File: config.mk
export PLATFORM = sky130hd
export DESIGN_NAME = addr_mode_sequencer
export DESIGN_NICKNAME = d
export VERILOG_FILES = /design/src/rtl/addr_seq_pkg.sv /design/src/rtl/addr_seq_decode.sv /design/src/rtl/addr_mode_sequencer.sv
export SDC_FILE = /design/constraint.sdc
export NUM_CORES = 1
export LEC_CHECK = 0
export ABC_AREA = 1
export BUFFER_PORTS_ARGS = -buffer_cell sky130_fd_sc_hd__buf_2
export CAP_MARGIN = 10
export CORE_UTILIZATION = 53
export CTS_CLUSTER_SIZE = 28
export DETAILED_ROUTE_END_ITERATION = 7
export PLACE_DENSITY = 0.84
export SLEW_MARGIN = 20
export SYNTH_ARGS = -nofsm -noshare
export SYNTH_HDL_FRONTEND = slang
export SYNTH_SLANG_ARGS = --single-unit
export TNS_END_PERCENT = 20
File: constraint.sdc
create_clock -name CLK -period 2.9 [get_ports CLK]
set_clock_uncertainty 0.1 [all_clocks]
set_input_delay 0.145 -clock CLK [delete_from_list [all_inputs] [get_ports CLK]]
set_output_delay 0.145 -clock CLK [all_outputs]
set_load 0.02 [all_outputs]
File: src/rtl/addr_seq_pkg.sv
// Shared encodings for the addressing-mode sequencer: mode codes, FSM states,
// per-step address-generator control words and bus-address select codes.
package addr_seq_pkg;

  typedef enum logic [3:0] {
    MODE_ABS         = 4'd0,
    MODE_ABS_X       = 4'd1,
    MODE_ABS_Y       = 4'd2,
    MODE_DP          = 4'd3,
    MODE_DP_X        = 4'd4,
    MODE_DP_Y        = 4'd5,
    MODE_ABS_LONG    = 4'd6,
    MODE_DP_IND      = 4'd7,
    MODE_DP_IND_Y    = 4'd8,
    MODE_DP_IND_LONG = 4'd9,
    MODE_STK_REL     = 4'd10
  } mode_e;

  typedef enum logic [3:0] {
    ST_IDLE, ST_FAL, ST_FAH, ST_FAB, ST_DPO, ST_SRO, ST_DPX,
    ST_PTL, ST_PTH, ST_PTB, ST_IXL, ST_IXH, ST_FIN
  } state_e;

  // ADDR_CTRL = {AALCtrl[2:0], AAHCtrl[2:0], ABSCtrl[1:0]}
  localparam logic [7:0] CTL_NONE = 8'h00;
  localparam logic [7:0] CTL_FAL  = 8'h43;
  localparam logic [7:0] CTL_FAH  = 8'h08;
  localparam logic [7:0] CTL_FAB  = 8'h01;
  localparam logic [7:0] CTL_DPO  = 8'hB4;
  localparam logic [7:0] CTL_SRO  = 8'hB7;
  localparam logic [7:0] CTL_DPX  = 8'h90;
  localparam logic [7:0] CTL_IXL  = 8'h20;
  localparam logic [7:0] CTL_IXH  = 8'h04;

  localparam logic [2:0] LPC_NONE = 3'b000;
  localparam logic [2:0] LPC_INC  = 3'b001;

  localparam logic [1:0] SRC_PC = 2'b00;  // program counter
  localparam logic [1:0] SRC_DX = 2'b01;  // DX + ADDR_OFS
  localparam logic [1:0] SRC_AB = 2'b10;  // {AB, AA}

  localparam logic [1:0] IDX_X = 2'b00;
  localparam logic [1:0] IDX_Y = 2'b01;

  // First step of each legal mode; illegal codes jump straight to FIN.
  function automatic state_e first_state(input logic [3:0] mode);
    state_e s;
    case (mode)
      MODE_ABS, MODE_ABS_X, MODE_ABS_Y, MODE_ABS_LONG:                  s = ST_FAL;
      MODE_DP, MODE_DP_X, MODE_DP_Y, MODE_DP_IND, MODE_DP_IND_Y,
      MODE_DP_IND_LONG:                                                 s = ST_DPO;
      MODE_STK_REL:                                                     s = ST_SRO;
      default:                                                          s = ST_FIN;
    endcase
    return s;
  endfunction

  function automatic logic mode_legal(input logic [3:0] mode);
    return (mode <= 4'd10);
  endfunction

endpackage

File: src/rtl/addr_seq_decode.sv
// Combinational step ROM: maps the sequencer state to the generator control
// word, PC load, and bus-address select/offset for that cycle.
module addr_seq_decode
  import addr_seq_pkg::*;
(
  input  state_e      state,
  output logic [7:0]  addr_ctrl,
  output logic [2:0]  load_pc,
  output logic [1:0]  addr_src,
  output logic [1:0]  addr_ofs
);

  // One row per state; idle values are the defaults.
  always_comb begin
    addr_ctrl = CTL_NONE;
    load_pc   = LPC_NONE;
    addr_src  = SRC_PC;
    addr_ofs  = 2'd0;
    case (state)
      ST_FAL: begin addr_ctrl = CTL_FAL; load_pc = LPC_INC; end
      ST_FAH: begin addr_ctrl = CTL_FAH; load_pc = LPC_INC; end
      ST_FAB: begin addr_ctrl = CTL_FAB; load_pc = LPC_INC; end
      ST_DPO: begin addr_ctrl = CTL_DPO; load_pc = LPC_INC; end
      ST_SRO: begin addr_ctrl = CTL_SRO; load_pc = LPC_INC; end
      // Direct-page indexing still addresses through DX; {AB,AA} is only
      // presented once the sequence reaches FIN.
      ST_DPX: begin addr_ctrl = CTL_DPX; addr_src = SRC_DX; end
      ST_PTL: begin addr_ctrl = CTL_FAL; addr_src = SRC_DX; addr_ofs = 2'd0; end
      ST_PTH: begin addr_ctrl = CTL_FAH; addr_src = SRC_DX; addr_ofs = 2'd1; end
      ST_PTB: begin addr_ctrl = CTL_FAB; addr_src = SRC_DX; addr_ofs = 2'd2; end
      ST_IXL: begin addr_ctrl = CTL_IXL; addr_src = SRC_AB; end
      ST_IXH: begin addr_ctrl = CTL_IXH; addr_src = SRC_AB; end
      ST_FIN: begin addr_src = SRC_AB; end
      default: ;
    endcase
  end

endmodule

File: src/rtl/addr_mode_sequencer.sv
// Moore FSM sequencing the 65C816 address generator through one operand
// address calculation; DONE marks the cycle AA/AB hold the effective address.
//
// START handshake: START is a request sampled on CLK edges with EN=1. It is
// accepted only when the FSM is in IDLE or FIN; MODE/WR are captured on that
// same edge. START in any other state is ignored and need not be held.
module addr_mode_sequencer
  import addr_seq_pkg::*;
(
  input  logic        CLK,
  input  logic        RST,
  input  logic        EN,
  input  logic        START,
  input  logic [3:0]  MODE,
  input  logic        WR,
  input  logic        E6502,
  input  logic        ALCARRY,
  output logic [7:0]  ADDR_CTRL,
  output logic [1:0]  IND_CTRL,
  output logic [2:0]  LOAD_PC,
  output logic [1:0]  ADDR_SRC,
  output logic [1:0]  ADDR_OFS,
  output logic        BUSY,
  output logic        DONE,
  output logic        ERR,
  output logic [3:0]  STATE_DBG
);

  state_e      state_q, state_d;
  logic [3:0]  mode_q;
  logic        wr_q;
  logic [1:0]  ind_q;
  logic        err_q;
  logic        accept;

  assign accept = EN && START && (state_q == ST_IDLE || state_q == ST_FIN);

  // State register; EN=0 freezes the sequence in place.
  always_ff @(posedge CLK or posedge RST) begin
    if (RST)     state_q <= ST_IDLE;
    else if (EN) state_q <= state_d;
  end

  // Mode, store flag, index select and error flag captured on acceptance.
  always_ff @(posedge CLK or posedge RST) begin
    if (RST) begin
      mode_q <= 4'd0;
      wr_q   <= 1'b0;
      ind_q  <= IDX_X;
      err_q  <= 1'b0;
    end else if (accept) begin
      mode_q <= MODE;
      wr_q   <= WR;
      ind_q  <= (MODE == MODE_ABS_Y || MODE == MODE_DP_Y || MODE == MODE_DP_IND_Y)
                ? IDX_Y : IDX_X;
      err_q  <= !mode_legal(MODE);
    end
  end

  // Next-state: walk the step list of the latched mode.
  always_comb begin
    state_d = state_q;
    case (state_q)
      ST_IDLE: if (START) state_d = first_state(MODE);
      ST_FAL:  state_d = ST_FAH;
      ST_FAH: begin
        case (mode_q)
          MODE_ABS_X, MODE_ABS_Y: state_d = ST_IXL;
          MODE_ABS_LONG:          state_d = ST_FAB;
          default:                state_d = ST_FIN;
        endcase
      end
      ST_FAB:  state_d = ST_FIN;
      ST_DPO: begin
        case (mode_q)
          MODE_DP_X, MODE_DP_Y:                             state_d = ST_DPX;
          MODE_DP_IND, MODE_DP_IND_Y, MODE_DP_IND_LONG:      state_d = ST_PTL;
          default:                                          state_d = ST_FIN;
        endcase
      end
      ST_SRO:  state_d = ST_FIN;
      ST_DPX:  state_d = ST_FIN;
      ST_PTL:  state_d = ST_PTH;
      ST_PTH: begin
        case (mode_q)
          MODE_DP_IND_Y:    state_d = ST_IXL;
          MODE_DP_IND_LONG: state_d = ST_PTB;
          default:          state_d = ST_FIN;
        endcase
      end
      ST_PTB:  state_d = ST_FIN;
      // In emulation, a load whose low-byte add did not carry needs no high fixup.
      ST_IXL:  state_d = (E6502 && !wr_q && !ALCARRY) ? ST_FIN : ST_IXH;
      ST_IXH:  state_d = ST_FIN;
      ST_FIN:  state_d = START ? first_state(MODE) : ST_IDLE;
      default: state_d = ST_IDLE;
    endcase
  end

  addr_seq_decode u_decode (
    .state     (state_q),
    .addr_ctrl (ADDR_CTRL),
    .load_pc   (LOAD_PC),
    .addr_src  (ADDR_SRC),
    .addr_ofs  (ADDR_OFS)
  );

  assign BUSY      = (state_q != ST_IDLE);
  assign DONE      = (state_q == ST_FIN);
  assign ERR       = DONE && err_q;
  assign IND_CTRL  = BUSY ? ind_q : IDX_X;
  assign STATE_DBG = state_q;

endmodule

==> run summary <==
Status: finished, final reports clean
Ant diodes: 0
#FFs+latches synth: 11
Layout cells sized above 1: 0.2402
Total I/O pin count: 35
Cell count after synthesis: 171
TritonCTS clock tree: yes
Synthesized cell area: 0.001011 mm^2
Endpoint arrival time on the critical path: 1530 ps
Clock latency at the later pin of the worst-skew pair: 260 ps
Yosys cell types: 21
Total number of H-tree levels: 1
Number of global-route vias before repair: 980
Top fanout value on the critical path: 6
CP dominant cell by count: inv_1
Average via count per standard cell: 4.969
Num CTS Buffers: 3
Per-instance average area after synthesis: 5.912 um^2
Root buffer cell: clkbuf_4
Critical path class: reg2out
Placed wire-length estimate: 2.006 mm
Number of DRC markers in iteration 0: 33
Required time at the worst-slack endpoint: 2650 ps
Buffers inserted by post-CTS timing repair: 0
Type of element launching the critical path: register
Capture point of the critical path: ADDR_CTRL[0]
Synthesis Warnings: 0
Hold depth: 3
Die height: 45.68 um
Share of the core filled with cells: 0.6801
Setup crit start: STATE_DBG[1]
Number of detailed-routing iterations run before antenna repair: 4
Number of hold violations in the final report: 0
Filler instances: 193
Detailed Route WL: 2.413 mm
Die Width: 45.68 um
Global route overflow: 0
Max-capacitance violation count: 0
Initial antenna violation count: 0
Min-Delay Path Class: in2reg
Area grow syn2layout: 18.69%
Fraction of the cycle the final worst path needs: 0.6113
VDD IR-drop max: 522.9 uV
End of the worst register-to-register path: wr_q
Final Net Count: 216
Pwr dens: 1200 mW/mm^2
Slowest cell on the critical path: dfrtp_1
Final ANT Viol Nets: 0
Global-route wire length before repair: 3.822 mm
Number of buffer cells added on primary ports: 31
Core area: 0.001764 mm^2
Wire length per cell after detailed routing: 10.54 um
Overall Global Routing Usage: 0.2506
Final TNS setup: 0 ps
Clock tree sinks: 11
DIE AREA: 0.002086 mm^2
Type of element capturing the critical path: output port
Initial core utilization: 0.5730
Total setup violations reported at the end of the flow: 0
Unrepaired setup endpoints after global routing: no
Maximum root-to-sink buffer count: 2
Leakage power of the design: 0.7365 nW
Weighted congestion at the end of routability-driven global placement: 0.7928
Most frequent cells in the layout: nand2_1, nor2_1, buf_2, inv_1, nand3_1
# rows: 15
Setup slack of the most critical reg-to-reg path: 1270 ps
Achievable clock frequency: 564.1 MHz
Total via count in the routed design: 1138
Maximum cell stage delay along the critical path: 460 ps
Most common library cell in the layout ignoring fill and taps: nand2_1
Worst flop-to-flop path startpoint: STATE_DBG[1]
Sequential fraction of the synthesis area: 0.2723
DRC errors left: 0
Largest net degree at the start of global routing: 15
Final worst path period need: 1773 ps
Critical Path, Cell by Cell: inv_1 -> nand2_1 -> nor2_1 -> inv_1 -> o211ai_1 -> buf_2
Slew Limit Fails: 0
Depth of the worst register-to-register path: 6
Clk slew on worst S/H paths: 70 ps
[layout make-up]
type,count,area [um^2],area share
flip-flops and latches,11,275.3,0.2294
well taps,25,31.28,0.02607
clock buffers,4,26.28,0.02190
multi-input cells,129,596.8,0.4974
repair buffers,32,165.2,0.1376
inverters,28,105.1,0.08759
[flip-flops by register name, indices dropped and copies added, names as in the netlist]
signal	count
STATE_DBG	4
ind_q	1
mode_q	4
wr_q	1
err_q	1
[routing by layer]
metal	up-vias	GRT usage	wire (um)
li1	589	-	-
met1	495	0.2854	1025
met2	45	0.4743	1205
met3	9	0.01587	133
met4	0	0.1030	48
met5	-	0	0
[cells in the mapped netlist, drive strengths merged]
library cell | number | area (um^2)
o211ai | 1 | 7.510
a21oi | 4 | 23.77
conb | 1 | 3.750
nand2 | 55 | 221.5
inv | 28 | 105.1
nand3 | 15 | 80.08
buf | 5 | 41.29
dfrtp | 11 | 275.3
o21ai | 15 | 97.59
a21boi | 2 | 15.01
nand4 | 1 | 6.260
nor2 | 33 | 133.9
[worst max-delay path: cells and delay by family, from the launching register on]
kind	cells	cell delay, ps
flops	1	460
simple gates	2	260
compound gates	1	100
buf+inv	3	440
[cell families after synthesis]
family / after synthesis / synth area share
other: 1 / 0.003709
AOI/OAI and AO/OA: 22 / 0.1423
DFF: 11 / 0.2723
and+or+nand+nor: 104 / 0.4369
buffers and inverters: 33 / 0.1448
[worst min path at each step]
| stage | from | to | slack, ps |
|---|---|---|---|
| final | WR | wr_q | 20 |
| after global routing | WR | wr_q | 50 |
| after CTS | WR | wr_q | 30 |
| after detailed placement | RST | mode_q[2] | 50 |
| after global placement | RST | mode_q[0] | 40 |
| after floorplan | RST | STATE_DBG[0] | -100 |
[stage by stage]
stage          cell area (um^2)  hold slack [ps]  power, mW  worst slack [ps]  cells
3_5_place_dp               1164            50.87      1.331              1270    224
2_1_floorplan              1018           -102.6      1.071              1269    173
4_1_cts                    1200            25.39      1.435              1134    229
3_3_place_gp               1164            44.90      1.294              1363    224
6_report                   1200            18.77      1.440              1127    229
5_1_grt                    1200            54.59      1.577              1012    229
[power by group]
part | internal, mW | total, mW | switching [mW]
Clock | 0.0532 | 0.103 | 0.0495
Combinational | 0.323 | 1.02 | 0.694
Sequential | 0.225 | 0.320 | 0.0947
[what timing repair did]
item	CTS	global route
setup endpoints to repair	0	0
hold endpoints to repair	11	0
hold buffers	1	0
resized for setup	0	0
(Power assumes the default switching activity.)
